**src/rtl/rv32i_types.sv**
```systemverilog
// Shared types for the L2 writeback buffer.
// Contents:
//   wbuf_state_t - control FSM states (IDLE, READ, DRAIN, RESP)
//   wbuf_entry_t - one buffered dirty line: valid, 27-bit line tag, 256-bit data
//   line_tag()   - strips the 5-bit byte offset from a 32-bit address
package rv32i_types;

  localparam int unsigned LineOffsetW = 5;
  localparam int unsigned TagW        = 27;
  localparam int unsigned LineW       = 256;

  typedef enum logic [1:0] {
    IDLE  = 2'd0,
    READ  = 2'd1,
    DRAIN = 2'd2,
    RESP  = 2'd3
  } wbuf_state_t;

  typedef struct packed {
    logic             valid;
    logic [TagW-1:0]  tag;
    logic [LineW-1:0] data;
  } wbuf_entry_t;

  function automatic logic [TagW-1:0] line_tag(input logic [31:0] addr);
    return addr[31:LineOffsetW];
  endfunction

endpackage

```
**src/rtl/wbuf_cam.sv**
```systemverilog
// Content-addressable storage for the writeback buffer entries.
// Ports:
//   clk, rst               - clock, synchronous active-high reset (clears valid bits)
//   lookup_tag             - line tag to search for
//   match_vec, match_idx   - per-entry hit vector and index of the hitting entry
//   rd_idx, rd_tag, rd_data- indexed read port
//   wr_en, wr_idx, wr_tag, wr_data - write/overwrite port (sets valid)
//   inv_en, inv_idx        - invalidate port
module wbuf_cam
  import rv32i_types::*;
#(
  parameter int unsigned DEPTH = 2,
  localparam int unsigned IdxW = (DEPTH > 1) ? $clog2(DEPTH) : 1
) (
  input  logic             clk,
  input  logic             rst,
  input  logic [TagW-1:0]  lookup_tag,
  output logic [DEPTH-1:0] match_vec,
  output logic [IdxW-1:0]  match_idx,
  input  logic [IdxW-1:0]  rd_idx,
  output logic [TagW-1:0]  rd_tag,
  output logic [LineW-1:0] rd_data,
  input  logic             wr_en,
  input  logic [IdxW-1:0]  wr_idx,
  input  logic [TagW-1:0]  wr_tag,
  input  logic [LineW-1:0] wr_data,
  input  logic             inv_en,
  input  logic [IdxW-1:0]  inv_idx
);

  wbuf_entry_t entries_q [DEPTH];

  // Only valid bits are reset; tag/data are don't-care while invalid.
  always_ff @(posedge clk) begin
    if (rst) begin
      for (int i = 0; i < DEPTH; i++) begin
        entries_q[i].valid <= 1'b0;
      end
    end else begin
      if (inv_en) begin
        entries_q[inv_idx].valid <= 1'b0;
      end
      if (wr_en) begin
        entries_q[wr_idx] <= '{valid: 1'b1, tag: wr_tag, data: wr_data};
      end
    end
  end

  // Tags are unique among valid entries, so at most one bit of match_vec is set.
  always_comb begin
    match_vec = '0;
    match_idx = '0;
    for (int i = 0; i < DEPTH; i++) begin
      match_vec[i] = entries_q[i].valid && (entries_q[i].tag == lookup_tag);
      if (match_vec[i]) begin
        match_idx = IdxW'(i);
      end
    end
  end

  assign rd_tag  = entries_q[rd_idx].tag;
  assign rd_data = entries_q[rd_idx].data;

endmodule

```
**src/rtl/l2_writeback_buffer.sv**
```systemverilog
// Writeback buffer between an L2 cache and a cacheline adaptor. Evicted dirty
// lines are queued (FIFO, DEPTH entries, same-line writes coalesce) and drained
// to memory when the L2 side is idle or when space is needed.
// Build option: define WBUF_FORWARD_EN to serve L2 reads that hit a buffered
// line directly from the buffer; otherwise every read first drains the buffer.
// Ports:
//   clk, rst                                   - clock, synchronous active-high reset
//   l2_address, l2_wdata, l2_read, l2_write     - L2 request (line address, eviction data)
//   l2_rdata, l2_resp                          - fill data, one-cycle completion pulse
//   pmem_address, pmem_wdata, pmem_read, pmem_write - adaptor request (registered)
//   pmem_rdata, pmem_resp                      - adaptor fill data, completion pulse
module l2_writeback_buffer
  import rv32i_types::*;
#(
  parameter int unsigned DEPTH = 2
) (
  input  logic         clk,
  input  logic         rst,
  input  logic [31:0]  l2_address,
  input  logic [255:0] l2_wdata,
  input  logic         l2_read,
  input  logic         l2_write,
  output logic [255:0] l2_rdata,
  output logic         l2_resp,
  output logic [31:0]  pmem_address,
  output logic [255:0] pmem_wdata,
  output logic         pmem_read,
  output logic         pmem_write,
  input  logic [255:0] pmem_rdata,
  input  logic         pmem_resp
);

  localparam int unsigned IdxW = (DEPTH > 1) ? $clog2(DEPTH) : 1;
  localparam int unsigned CntW = $clog2(DEPTH + 1);

  wbuf_state_t state_q, state_d;
  logic [CntW-1:0]  count_q, count_d;
  logic [IdxW-1:0]  head_q, head_d;
  logic [IdxW-1:0]  tail_q, tail_d;
  logic [255:0]     l2_rdata_q, l2_rdata_d;
  logic             pmem_read_q, pmem_read_d;
  logic             pmem_write_q, pmem_write_d;
  logic [31:0]      pmem_address_q, pmem_address_d;
  logic [255:0]     pmem_wdata_q, pmem_wdata_d;

  logic [TagW-1:0]  req_tag;
  logic [DEPTH-1:0] cam_match_vec;
  logic [IdxW-1:0]  cam_match_idx;
  logic             hit;
  logic [IdxW-1:0]  cam_rd_idx;
  logic [TagW-1:0]  cam_rd_tag;
  logic [LineW-1:0] cam_rd_data;
  logic             cam_wr_en;
  logic [IdxW-1:0]  cam_wr_idx;
  logic             cam_inv_en;

  // Byte offset is ignored everywhere.
  logic unused_offset;
  assign unused_offset = ^l2_address[LineOffsetW-1:0];

  assign req_tag = line_tag(l2_address);
  assign hit     = |cam_match_vec;

  // One read port serves both the head (drain) and a forwarding hit; a read
  // request never starts a drain while forwarding is enabled.
`ifdef WBUF_FORWARD_EN
  assign cam_rd_idx = l2_read ? cam_match_idx : head_q;
`else
  assign cam_rd_idx = head_q;
`endif

  wbuf_cam #(
    .DEPTH(DEPTH)
  ) u_cam (
    .clk        (clk),
    .rst        (rst),
    .lookup_tag (req_tag),
    .match_vec  (cam_match_vec),
    .match_idx  (cam_match_idx),
    .rd_idx     (cam_rd_idx),
    .rd_tag     (cam_rd_tag),
    .rd_data    (cam_rd_data),
    .wr_en      (cam_wr_en),
    .wr_idx     (cam_wr_idx),
    .wr_tag     (req_tag),
    .wr_data    (l2_wdata),
    .inv_en     (cam_inv_en),
    .inv_idx    (head_q)
  );

  function automatic logic [IdxW-1:0] ptr_inc(input logic [IdxW-1:0] p);
    if (p == IdxW'(DEPTH - 1)) begin
      return '0;
    end
    return p + 1'b1;
  endfunction

  always_comb begin
    state_d        = state_q;
    count_d        = count_q;
    head_d         = head_q;
    tail_d         = tail_q;
    l2_rdata_d     = l2_rdata_q;
    pmem_read_d    = pmem_read_q;
    pmem_write_d   = pmem_write_q;
    pmem_address_d = pmem_address_q;
    pmem_wdata_d   = pmem_wdata_q;
    cam_wr_en      = 1'b0;
    cam_wr_idx     = tail_q;
    cam_inv_en     = 1'b0;

    unique case (state_q)
      IDLE: begin
        if (l2_read) begin
`ifdef WBUF_FORWARD_EN
          if (hit) begin
            l2_rdata_d = cam_rd_data;
            state_d    = RESP;
          end else begin
            pmem_read_d    = 1'b1;
            pmem_address_d = {req_tag, {LineOffsetW{1'b0}}};
            state_d        = READ;
          end
`else
          // Empty the buffer first so memory holds the newest copy of the line.
          if (count_q != '0) begin
            pmem_write_d   = 1'b1;
            pmem_address_d = {cam_rd_tag, {LineOffsetW{1'b0}}};
            pmem_wdata_d   = cam_rd_data;
            state_d        = DRAIN;
          end else begin
            pmem_read_d    = 1'b1;
            pmem_address_d = {req_tag, {LineOffsetW{1'b0}}};
            state_d        = READ;
          end
`endif
        end else if (l2_write) begin
          if (hit) begin
            cam_wr_en  = 1'b1;
            cam_wr_idx = cam_match_idx;
            state_d    = RESP;
          end else if (count_q < CntW'(DEPTH)) begin
            cam_wr_en  = 1'b1;
            cam_wr_idx = tail_q;
            tail_d     = ptr_inc(tail_q);
            count_d    = count_q + 1'b1;
            state_d    = RESP;
          end else begin
            // Full: free the head slot; the still-pending write is retried in IDLE.
            pmem_write_d   = 1'b1;
            pmem_address_d = {cam_rd_tag, {LineOffsetW{1'b0}}};
            pmem_wdata_d   = cam_rd_data;
            state_d        = DRAIN;
          end
        end else if (count_q != '0) begin
          pmem_write_d   = 1'b1;
          pmem_address_d = {cam_rd_tag, {LineOffsetW{1'b0}}};
          pmem_wdata_d   = cam_rd_data;
          state_d        = DRAIN;
        end
      end
      READ: begin
        if (pmem_resp) begin
          pmem_read_d = 1'b0;
          l2_rdata_d  = pmem_rdata;
          state_d     = RESP;
        end
      end
      DRAIN: begin
        if (pmem_resp) begin
          pmem_write_d = 1'b0;
          cam_inv_en   = 1'b1;
          head_d       = ptr_inc(head_q);
          count_d      = count_q - 1'b1;
          state_d      = IDLE;
        end
      end
      RESP: begin
        state_d = IDLE;
      end
      default: begin
        state_d = IDLE;
      end
    endcase
  end

  always_ff @(posedge clk) begin
    if (rst) begin
      state_q        <= IDLE;
      count_q        <= '0;
      head_q         <= '0;
      tail_q         <= '0;
      l2_rdata_q     <= '0;
      pmem_read_q    <= 1'b0;
      pmem_write_q   <= 1'b0;
      pmem_address_q <= '0;
      pmem_wdata_q   <= '0;
    end else begin
      state_q        <= state_d;
      count_q        <= count_d;
      head_q         <= head_d;
      tail_q         <= tail_d;
      l2_rdata_q     <= l2_rdata_d;
      pmem_read_q    <= pmem_read_d;
      pmem_write_q   <= pmem_write_d;
      pmem_address_q <= pmem_address_d;
      pmem_wdata_q   <= pmem_wdata_d;
    end
  end

  assign l2_resp      = (state_q == RESP);
  assign l2_rdata     = l2_rdata_q;
  assign pmem_read    = pmem_read_q;
  assign pmem_write   = pmem_write_q;
  assign pmem_address = pmem_address_q;
  assign pmem_wdata   = pmem_wdata_q;

  ap_no_rd_wr_together: assert property (@(posedge clk) disable iff (rst)
    !(l2_read && l2_write));
  ap_pmem_exclusive: assert property (@(posedge clk) !(pmem_read && pmem_write));

endmodule

```
**config.mk**
```make
export PLATFORM = sky130hd
export DESIGN_NAME = l2_writeback_buffer
export DESIGN_NICKNAME = d
export VERILOG_FILES = /design/src/rtl/rv32i_types.sv /design/src/rtl/wbuf_cam.sv /design/src/rtl/l2_writeback_buffer.sv
export SDC_FILE = /design/constraint.sdc
export NUM_CORES = 2
export LEC_CHECK = 0
export ABC_AREA = 1
export CAP_MARGIN = 20
export CELL_PAD_IN_SITES_DETAIL_PLACEMENT = 1
export CELL_PAD_IN_SITES_GLOBAL_PLACEMENT = 2
export CORE_AREA = 5 5 429 431
export DETAILED_ROUTE_END_ITERATION = 10
export DIE_AREA = 0 0 434 436
export GPL_TIMING_DRIVEN = 1
export PLACE_DENSITY_LB_ADDON = 0.12
export SLEW_MARGIN = 25
export SYNTH_ARGS = -nofsm -noshare
export SYNTH_HDL_FRONTEND = slang
export SYNTH_SLANG_ARGS = --single-unit
```
**constraint.sdc**
```tcl
create_clock -name clk -period 46.6 [get_ports clk]
set_input_delay 9.32 -clock clk [delete_from_list [all_inputs] [get_ports clk]]
set_output_delay 9.32 -clock clk [all_outputs]
set_load 0.01 [all_outputs]
```
======== After elaboration in Yosys (flattened, before gate mapping) ========
Memories as Yosys holds them, arrays and structs flattened. A register that Yosys moved wholly into a read port is not among the register bits.
Index checks and enable logic that the tools add are counted.
operators by class
  add/sub/neg operators ................... 4
  $lt $le $gt $ge ......................... 1
  eq/ne operators ......................... 18
  muxes and demuxes ....................... 77
  bitwise logic cells ..................... 2
  reduce and logical (&&, ||, !) cells .... 19
operators by type and width
  cell                                                             number
  256-bit 2-to-1 mux                                               5
  284-bit 2-to-1 mux                                               2
  284-bit OR reduction                                             2
  32-bit 2-to-1 mux                                                6
  27-bit == test                                                   2
  1-bit 2-to-1 mux                                                 47
  2-bit 2-to-1 mux                                                 13
  2-bit inequality test, second input constant                     8
  4-bit inequality test, second input constant                     3
  4-bit AND reduction                                              3
  2-bit one-hot mux with 4 select lines                            1
  3-bit inequality test, second input constant                     2
  3-bit AND reduction                                              2
  6-bit AND reduction                                              1
  2-bit nonzero test                                               3
  5-bit AND reduction                                              1
  2-bit == test, second input constant                             2
  1-bit one-hot mux with 2 select lines                            2
  2-bit one-hot mux with 2 select lines                            1
  2-bit AND reduction                                              2
  3-bit nonzero test                                               1
  1-bit adder, second input constant                               2
  2-bit by 1-bit adder with 2-bit output, second input constant    1
  2-bit by 1-bit == test with 1-bit output, second input constant  1
  other kinds (6)                                                  8
storage, ports and cells
  register bits after elaboration ......... 552
  bits in writable memories ............... 568
  input port bits ......................... 549
  word-level logic and storage cells ...... 131
  memories ................................ 1
memories
  name             depth  width  read ports  clocked after memory_dff  write ports  RTL line        text
  u_cam.entries_q  2      284    3           1                         2            wbuf_cam.sv:31  wbuf_entry_t entries_q [DEPTH];

======== Longest topological paths before layout ========
An unclocked memory read counts as a cell.
  depth after elaboration ................. 13
  gate-level depth with buffers ........... 16
  mapped depth without buffers ............ 15

======== Cells and area by module ========
Synthesis repeated with hierarchy kept, for this count alone.
second synthesis, totals
  cells, all modules ...................... 4358
  area, all modules ....................... 43818.3 sq um
modules (own cells, without submodules)
  module               times used  cells an instance  area each (sq um)
  l2_writeback_buffer  1           3153               22177.5
  wbuf_cam             1           1205               21640.8

======== Worst setup path before layout ========
No wires, ideal clock.
  path type ............................... input to register
  start point ............................. in l2_address[13]
  end point ............................... mem u_cam.entries_q[0][0] in the netlist's numbering, enable pin
  library setup time ...................... 0.931 ns
  arrival time ............................ 22.015 ns
  data required time ...................... 45.669 ns
  slack ................................... 23.654 ns
  stages on the path ...................... 12
  cells stage by stage .................... inv_1 nand2_1 nand2_1 nand3_1 nor2_1 nand2_1 nor2_1 nand2_1 nand3_2 nand3_2 buf_2 nor2_1
RTL lines
  item             RTL line                   text
  start, declared  l2_writeback_buffer.sv:19  input logic [31:0] l2_address,
  end, declared    wbuf_cam.sv:31

==> flow_summary.toml <==
[worst_setup_path]
critPathMaxStageDelay_ns = 0.87
critPathMaxFanout = 161
critPathArrivalTime_ns = 14.56
critPathRequiredTime_ns = 46.99
timing.critical_path.from_type = "input pin"
path_class = "in2reg"
crit_slowest_cell = "buf_4"
end_kind = "flop"
crit_chain = "clkdlybuf4s50_1 > inv_8 > nor2_1 > inv_1 > nor2_1 > nand3_4 > inv_1 > nand2_1 > inv_8 > buf_4 > buf_4"

[global_route]
antenna_found_initial = 96
overflow = 0
grt_pass1_wl_mm = 359
first_global_vias = 51300
grt_use_total_pct = 25.6
grt_start_max_net_pins = 205

[hold_path]
hp-class = "reg2reg"

[route]
routedWlPerCell_um = 24.0
drc_errors = 0
dr.pass1.iters = 5
wl_mm = 251
via_per_inst = 4.87
drt_iter0_drc = 2604
ant_nets = 0
vias = 50900

[cts]
clock_latency_ns = 0.78
clock_path_buffers = 3
cts_buffers = 143
postCtsHoldBufs = 0
clk_pin_slew_worst_paths_ns = 0.06
clkSinkCount = 1116
cts_resized = 0
post_cts_buffers = 0
cts-htree-levels = 4
cts_tree = "yes"
clock-root-buffer = "clkbuf_16"

[logic_synthesis]
synth_edf_count = 568
synth_area_leaders = "edfxtp_1 (32%), dfxtp_1 (20%), nand2_1 (19%), a21oi_1 (5.1%), nand3_1 (4.9%)"
netlist.area_leader.share_pct = 31.7
synth_cell_types = 32
syn-cell-area_um2 = 53700
yosys_warnings = 0
synthCells = 7150
yosysTopAreaCell = "edfxtp_1"
async_flop_share_pct = 0
avgSynthCellArea_um2 = 7.51
synth_flop_cell = "edfxtp_1"
ys_seq_area_share_pct = 52.2
synth.ff_latch_count = 1116

[layout]
drive_gt1_share_pct = 5.20
mostFrequentLayoutCell = "nand2_1"
areaGrowthSynthToFinish_pct = 31.6
fin_nets = 8487
final_cell_mix = "nand2_1 (2758), clkdlybuf4s50_1 (1082), inv_1 (618)"
stdcell_count = 10500
fillers = 21600

[power]
power_leakage_uw = 0.0285
ir_worst_vdd_v = 0.0000304
power_density_nw_per_um2 = 50.7

[timing]
min_period_ns = 14.17
hold_viol_final = 0
slew_violations = 0
worst_slew_pin_slew_ns = 1.07
setup_violations = 0
fin_skew_ns = 0.0262
rsz0062_at_grt = "false"
fmax_mhz = 70.6
slew_headroom_pct = 28.4
min_period_over_period_pct = 30.4
setup_tns_ns = 0

[place]
dp_hpwl_mm = 170
io_buffers = 1085
globalplace.congestion = 0.921
placedCellCount = 10200

[floorplan]
initial_utilization_pct = 29.9
dieArea_um2 = 189000
die-height_um = 436
rows = 156
die_x_um = 434
io_pins = 1096
core_area_um2 = 180000

[status]
status = "finished clean"

[run]
cap_violations = 0
## cell type report
cell class	instances	area (µm²)	area share (%)
Timing Repair Buffer	1145	11500	16.2
Tap cell	2370	2970	4.19
Clock inverter	46	390	0.552
Clock buffer	218	4280	6.06
Inverter	630	2390	3.39
Sequential cell	1116	28000	39.7
Multi-Input combinational cell	4902	21100	29.8
Antenna cell	38	95.1	0.135
## path summary, 6_finish.rpt
path | endpoint | slack [ns] | cells past startpoint | from
hold reg to reg | pmem_write$_SDFFE_PP0P_ | 0.45 | 2 | pmem_write$_SDFFE_PP0P_
setup / recovery | u_cam.entries_q[1][34]$_DFFE_PP_ | 32.43 | 11 | l2_write
hold / removal | pmem_write$_SDFFE_PP0P_ | 0.45 | 2 | pmem_write$_SDFFE_PP0P_
setup reg to reg | u_cam.entries_q[1][34]$_DFFE_PP_ | 41.30 | 13 | u_cam.entries_q[0][258]$_DFFE_PP_
## power breakdown
| part | switching, µW | internal [µW] | total [µW] |
|---|---|---|---|
| Sequential | 79.7 | 1150 | 1230 |
| Clock | 449 | 665 | 1110 |
| Combinational | 822 | 425 | 1250 |
| Total | 1350 | 2240 | 3590 |
## kinds of logic (layout without fill, tap and decap cells)
group	Yosys count	after routing	share of synthesized area, %
simple gates	3763	3763	27.8
buf+inv	1136	2039	8.75
compound gates	1119	1119	11.0
flops	1116	1116	52.2
xor+xnor	15	15	0.245
other cells	1	43	0.00698
## synth_stat cells, types with 82 or more instances
cell type and instances:
o21ai_1 214, inv_1 619, clkbuf_1 273, buf_2 142, edfxtp_1 568, a21oi_1 543
nand2_1 2759, o21ai_0 271, o21ai_2 82, dfxtp_1 548, nor2_1 421, nand3_1 524
## layer usage
layer / part of all wire, % / global-route usage (%) / up-vias / wire length, µm
met3: 5.9 / 6.59 / 417 / 14700
met2: 51 / 45.7 / 1121 / 127000
met4: 5.0 / 11.4 / 34 / 12600
met5: 0.080 / 0 / - / 201
li1: - / - / 24500 / -
met1: 39 / 28.4 / 24900 / 96500
## critical path, delay by kind of cell
family / cells / cell delay [ns]
buffers and inverters: 7 / 3.34
and+or+nand+nor: 4 / 1.58
## through the flow
step	hold slack [ns]	power [µW]	setup slack [ns]	utilization [%]	instance area, µm²
finish	0.451	3590	32.43	39.3	70700
global route	0.475	3800	32.00	39.3	70700
CTS	0.449	3640	32.31	39.3	70600
detailed placement	0.438	2510	31.46	36.7	65900
global placement	0.437	2480	31.48	36.7	65900
floorplan	0.452	1990	23.65	-	53700
## registers in the layout, summed over array words and instances (netlist names), named ones only
register and count:
pmem_write 1, state_q 2, pmem_read 1, pmem_address 27, pmem_wdata 256, u_cam.entries_q 568
tail_q 1, l2_rdata 256, cam_rd_idx 1, count_q 2
No activity file was read; power rests on OpenSTA's default activity.
